`config.mk`:
```
export PLATFORM = sky130hd
export DESIGN_NAME = bus_load_mem_ctrl
export DESIGN_NICKNAME = d
export VERILOG_FILES = /design/src/rtl/slc3_pkg.sv /design/src/rtl/reg_ld.sv /design/src/rtl/bus_load_mem_ctrl.sv
export SDC_FILE = /design/constraint.sdc
export NUM_CORES = 1
export LEC_CHECK = 0
export ABC_AREA = 1
export ABC_CLOCK_PERIOD_IN_PS = 1900
export CAP_MARGIN = 10
export CORE_MARGIN = 3
export CORE_UTILIZATION = 43
export DETAILED_ROUTE_END_ITERATION = 16
export GPL_TIMING_DRIVEN = 0
export PLACE_DENSITY = 0.87
export SLEW_MARGIN = 20
export SYNTH_ARGS = -nofsm -noshare
export SYNTH_HDL_FRONTEND = slang
export SYNTH_SLANG_ARGS = --single-unit
```
`constraint.sdc`:
```
create_clock -name Clk -period 1.9 [get_ports Clk]
set_input_delay 0.285 -clock Clk [delete_from_list [all_inputs] [get_ports Clk]]
set_output_delay 0.285 -clock Clk [all_outputs]
set_load 0.005 [all_outputs]
```
`src/rtl/slc3_pkg.sv`:
```
// Shared definitions for the CPU datapath slice.
// Contents:
//   WORD_W      - width of the CPU data bus and bus-loaded registers
//   mem_state_t - states of the SRAM access sequencer
package slc3_pkg;

    localparam int WORD_W = 16;

    typedef enum logic [1:0] {
        IDLE   = 2'd0,
        ACCESS = 2'd1,
        DONE   = 2'd2
    } mem_state_t;

endpackage

```
`src/rtl/reg_ld.sv`:
```
// Loadable register with synchronous active-high clear.
// Ports:
//   Clk   - clock, updates on rising edge
//   Reset - synchronous clear to all-zero
//   ld    - load enable
//   d     - data to load
//   q     - registered value
module reg_ld #(
    parameter int W = 16
) (
    input  logic         Clk,
    input  logic         Reset,
    input  logic         ld,
    input  logic [W-1:0] d,
    output logic [W-1:0] q
);

    // Clear on reset, otherwise load when enabled and hold when not.
    always_ff @(posedge Clk) begin
        if (Reset) begin
            q <= {W{1'b0}};
        end else if (ld) begin
            q <= d;
        end else begin
            q <= q;
        end
    end

endmodule

```
`src/rtl/bus_load_mem_ctrl.sv`:
```
// Bus-loaded MAR/MDR/IR plus the SRAM access sequencer.
// Ports:
//   Clk, Reset          - clock and synchronous active-high reset
//   bus                 - shared 16-bit data bus
//   LD_MAR/LD_MDR/LD_IR - load strobes from the control unit
//   mem_start, mem_we   - start an access; direction sampled with start
//   mem_rdata           - SRAM read data
//   MAR, MDR, IR        - register contents
//   mem_addr, mem_wdata - SRAM address/write data (MAR, MDR)
//   mem_ce_n/oe_n/we_n  - active-low SRAM strobes
//   busy, mem_done      - access in progress / one-cycle completion pulse
module bus_load_mem_ctrl
    import slc3_pkg::*;
#(
    parameter int WAIT_CYCLES = 2
) (
    input  logic              Clk,
    input  logic              Reset,
    input  logic [WORD_W-1:0] bus,
    input  logic              LD_MAR,
    input  logic              LD_MDR,
    input  logic              LD_IR,
    input  logic              mem_start,
    input  logic              mem_we,
    input  logic [WORD_W-1:0] mem_rdata,
    output logic [WORD_W-1:0] MAR,
    output logic [WORD_W-1:0] MDR,
    output logic [WORD_W-1:0] IR,
    output logic [WORD_W-1:0] mem_addr,
    output logic [WORD_W-1:0] mem_wdata,
    output logic              mem_ce_n,
    output logic              mem_oe_n,
    output logic              mem_we_n,
    output logic              busy,
    output logic              mem_done
);

    localparam int               CNT_W    = $clog2(WAIT_CYCLES + 1);
    localparam logic [CNT_W-1:0] CNT_LAST = CNT_W'(WAIT_CYCLES - 1);
    localparam logic [CNT_W-1:0] CNT_ONE  = CNT_W'(1);

    mem_state_t        state_r;
    mem_state_t        state_s;
    logic [CNT_W-1:0]  cnt_r;
    logic [CNT_W-1:0]  cnt_s;
    logic              is_write_r;
    logic              is_write_s;

    logic              access_s;
    logic              last_s;
    logic              rd_done_s;
    logic              mar_ld_s;
    logic              mdr_ld_s;
    logic [WORD_W-1:0] mdr_d_s;

    assign access_s  = (state_r == ACCESS);
    assign last_s    = access_s && (cnt_r == CNT_LAST);
    // The edge that ends the last ACCESS cycle of a read captures SRAM data.
    assign rd_done_s = last_s && !is_write_r;

    // MAR/MDR are frozen while busy so address and write data stay stable.
    assign mar_ld_s  = LD_MAR && !busy;
    assign mdr_ld_s  = (LD_MDR && !busy) || rd_done_s;
    assign mdr_d_s   = rd_done_s ? mem_rdata : bus;

    reg_ld #(.W(WORD_W)) u_mar (
        .Clk   (Clk),
        .Reset (Reset),
        .ld    (mar_ld_s),
        .d     (bus),
        .q     (MAR)
    );

    reg_ld #(.W(WORD_W)) u_mdr (
        .Clk   (Clk),
        .Reset (Reset),
        .ld    (mdr_ld_s),
        .d     (mdr_d_s),
        .q     (MDR)
    );

    reg_ld #(.W(WORD_W)) u_ir (
        .Clk   (Clk),
        .Reset (Reset),
        .ld    (LD_IR),
        .d     (bus),
        .q     (IR)
    );

    // Next-state, wait counter and direction-latch logic.
    always_comb begin
        state_s    = state_r;
        cnt_s      = cnt_r;
        is_write_s = is_write_r;
        case (state_r)
            IDLE: begin
                if (mem_start) begin
                    state_s    = ACCESS;
                    cnt_s      = {CNT_W{1'b0}};
                    is_write_s = mem_we;
                end else begin
                    state_s    = IDLE;
                end
            end
            ACCESS: begin
                if (cnt_r == CNT_LAST) begin
                    state_s = DONE;
                    cnt_s   = {CNT_W{1'b0}};
                end else begin
                    cnt_s   = cnt_r + CNT_ONE;
                end
            end
            DONE: begin
                state_s = IDLE;
            end
            default: begin
                state_s = IDLE;
                cnt_s   = {CNT_W{1'b0}};
            end
        endcase
    end

    // Sequencer state registers.
    always_ff @(posedge Clk) begin
        if (Reset) begin
            state_r    <= IDLE;
            cnt_r      <= {CNT_W{1'b0}};
            is_write_r <= 1'b0;
        end else begin
            state_r    <= state_s;
            cnt_r      <= cnt_s;
            is_write_r <= is_write_s;
        end
    end

    // Strobes and status decoded purely from registered state.
    assign mem_ce_n  = !access_s;
    assign mem_oe_n  = !(access_s && !is_write_r);
    assign mem_we_n  = !(access_s && is_write_r);
    assign busy      = (state_r != IDLE);
    assign mem_done  = (state_r == DONE);
    assign mem_addr  = MAR;
    assign mem_wdata = MDR;

endmodule

```
==> impl_metrics.ini <==
[job]
drv_cap = 0

[worst_setup_path]
worst-path-max-fanout = 10
critPathArrivalTime_ns = 1.52
path_class = reg2out
worstSetupEndpointType = primary output
cp-start-kind = flop
required_ns = 1.62

[floorplanning]
die_width_um = 82.31
core_area_um2 = 5574
pin_count = 124
dieArea_um2 = 6774
initial_utilization_pct = 44.92
num_rows = 27
fp.dieH_um = 82.31

[finish]
register_area_um2 = 1069
area_growth_pct = 58.82
antennaDiodeCount = 0
fin_cells = 548
drive_above_1_share_pct = 14.71
fillers = 467
nNetsFinal = 514
post-route-util_pct = 71.34
multi_input_area_um2 = 998.5

[sta]
worst_pin_slew_ns = 0.5017
fin_worst_skew_ns = 0.01304
clock.fmax_mhz = 554.5
hold_viol = 0
timing.final.crit_share_pct = 94.92
maxSlewHeadroom_pct = 66.55
rsz0062_at_grt = false
setup_violations = 0
fin_setup_tns_ns = 0
slew_violations = 0
post-route-min-period_ns = 1.804

[grt]
grt_pass1_vias = 2528
grt_antenna_before_repair = 0
grt_first_pass_wirelength_mm = 11.36
track_usage_pct = 21.81
grt_start_max_net_pins = 19
grt-ovfl-total = 0

[power_and_ir_drop]
pwr-share-clk_pct = 28.4
powerDensity_nw_per_um2 = 715.4
power.internal_mw = 2.068
p_sw_uw = 777.0
ir_worst_vdd_v = 0.0004229
swShare_pct = 27.32
pwr-share-seq_pct = 44.3
p_leak_nw = 1.742
combPwrFrac_pct = 27.2
total_power_mw = 2.845

[clocking]
clk_pin_slew_worst_paths_ns = 0.11
cts_htree_levels = 2
cts_tree = yes
insertion_delay_ns = 0.32
hold_buffers = 0
cts_buffer_depth = 2
root_buffer = clkbuf_8
cts_buffers = 5
clock-sinks = 53

[place]
gp_congestion = 0.9075
port_buffers = 122
post-place-cells = 537
post-dp-hpwl_mm = 5.821

[yosys]
synth-edff-count = 0
synth_top_family_by_area = simple AND/OR/NAND/NOR gates
async_reset_ff_share_pct = 0
synth_area_leader_cell = dfxtp_1
postSynthAreaPerCell_um2 = 7.299
synthMostInstantiatedCell = nor2_1
syn_inst = 343
syn_nets = 382
synth_flop_cell = dfxtp_1
synthMuxAreaShare_pct = 0
ys_seq_area_share_pct = 42.38
synthSimpleGateAreaFrac_pct = 28.19
synth_common_cells = nor2_1, dfxtp_1, nand3_1
synth-xor-area-share_pct = 0
syn_area_um2 = 2504
synth_top_area_share_pct = 42.38
synth_compound_area_share_pct = 11.29
synth_warnings = 0
post_synth_num_cell_types = 21
synth.top_cells.by_area = dfxtp_1, buf_4, nor2_1, nand3_1, o21ai_0
ys_seq_elements = 53
synthAdderAreaFrac_pct = 0

[routing]
postRouteWirelength_mm = 7.420
wl_per_cell_um = 13.54
antenna_left = 0
dr.pass1.iters = 5
drc = 0
dr_total_vias = 2696
first_iter_violations = 108
routed_via_density = 4.920

[min_path]
min_path_type = in2reg

[run_status]
status = complete, no violations
cell families (layout without fill, tap and decap cells):
kind of cell / after synthesis / in the layout
simple gates: 160 / 160
flops: 53 / 53
buf+inv: 77 / 210
compound gates: 53 / 53
path summary, 6_finish.rpt:
check / from / slack, ns / to / depth (start not counted)
max: state_r[0] / 0.1 / mem_oe_n / 6
min: LD_MDR / 0.44 / u_mdr.q[5] / 5
max reg2reg: state_r[1] / 0.58 / u_mar.q[9] / 6
min reg2reg: cnt_r[1] / 0.50 / cnt_r[1] / 2
worst max-delay path: stages, from the launching register on:
cell and delay, ns:
dfxtp_4 0.40, buf_4 0.12, nand2_2 0.09, nor2_4 0.15, buf_6 0.15, inv_1 0.04, dlygate4sd2_1 0.26
state kept, by name, summed over array words and instances (netlist names):
name        flops
u_ir.q         16
state_r         2
u_mdr.q        16
cnt_r           2
is_write_r      1
u_mar.q        16
per-stage QoR:
stage               setup slack [ns]  cell area, um^2  hold slack [ns]
global placement              0.1417             3815           0.4723
finish                       0.09647             3976           0.4423
CTS                          0.02842             3959           0.4303
global route                 0.01514             3976           0.4597
floorplan                     0.6903             2504           0.4199
detailed placement            0.1362             3815           0.4831
layout make-up:
| cell class | instances | share of cell area (%) |
|---|---|---|
| Tap cell | 72 | 2.266 |
| Inverter | 26 | 2.454 |
| Sequential cell | 53 | 26.87 |
| Multi-Input combinational cell | 213 | 25.11 |
| Buffer | 51 | 9.062 |
| Clock inverter | 3 | 1.196 |
| Clock buffer | 5 | 1.731 |
| Timing Repair Buffer | 125 | 31.31 |
timing repair:
item | CTS | global route
pin swaps | 1 | 0
gates resized for setup | 6 | 3
setup endpoints to repair | 2 | 1
endpoints found under the hold margin | 0 | 0
buffers inserted | 2 | 1
power by group through the flow:
stage	Clock, mW	Sequential (mW)	Combinational (mW)
floorplan	0	1.28	0.326
finish	0.809	1.26	0.775
CTS	0.816	1.26	0.776
detailed placement	0	1.29	0.764
global route	0.870	1.27	0.847
global placement	0	1.28	0.746
cells in the final DEF (no fill, tap or decap):
master	instances
buf_2	6
nand3_4	1
dfxtp_4	2
nand2_4	1
nand2_2	1
a21oi_2	4
buf_1	1
dlymetal6s2s_1	1
nand3_1	48
nor2_1	66
inv_2	2
buf_6	5
dlygate4sd2_1	1
nor2_4	4
o21ai_0	34
bufinv_16	1
inv_1	24
inv_6	2
nor3_1	1
dfxtp_1	51
clkbuf_1	6
a21oi_1	14
buf_4	36
nand2_1	38
clkbuf_8	5
a211oi_1	1
clkdlybuf4s50_1	120
per-layer routing:
metal	GRT usage (%)	part of all wire, %	vias to the layer above
met2	40.06	51	124
met5	0	0	-
met4	5.482	0.86	0
met1	24.60	38	1235
li1	-	-	1324
met3	6.074	10	13
(Power assumes the default switching activity.)
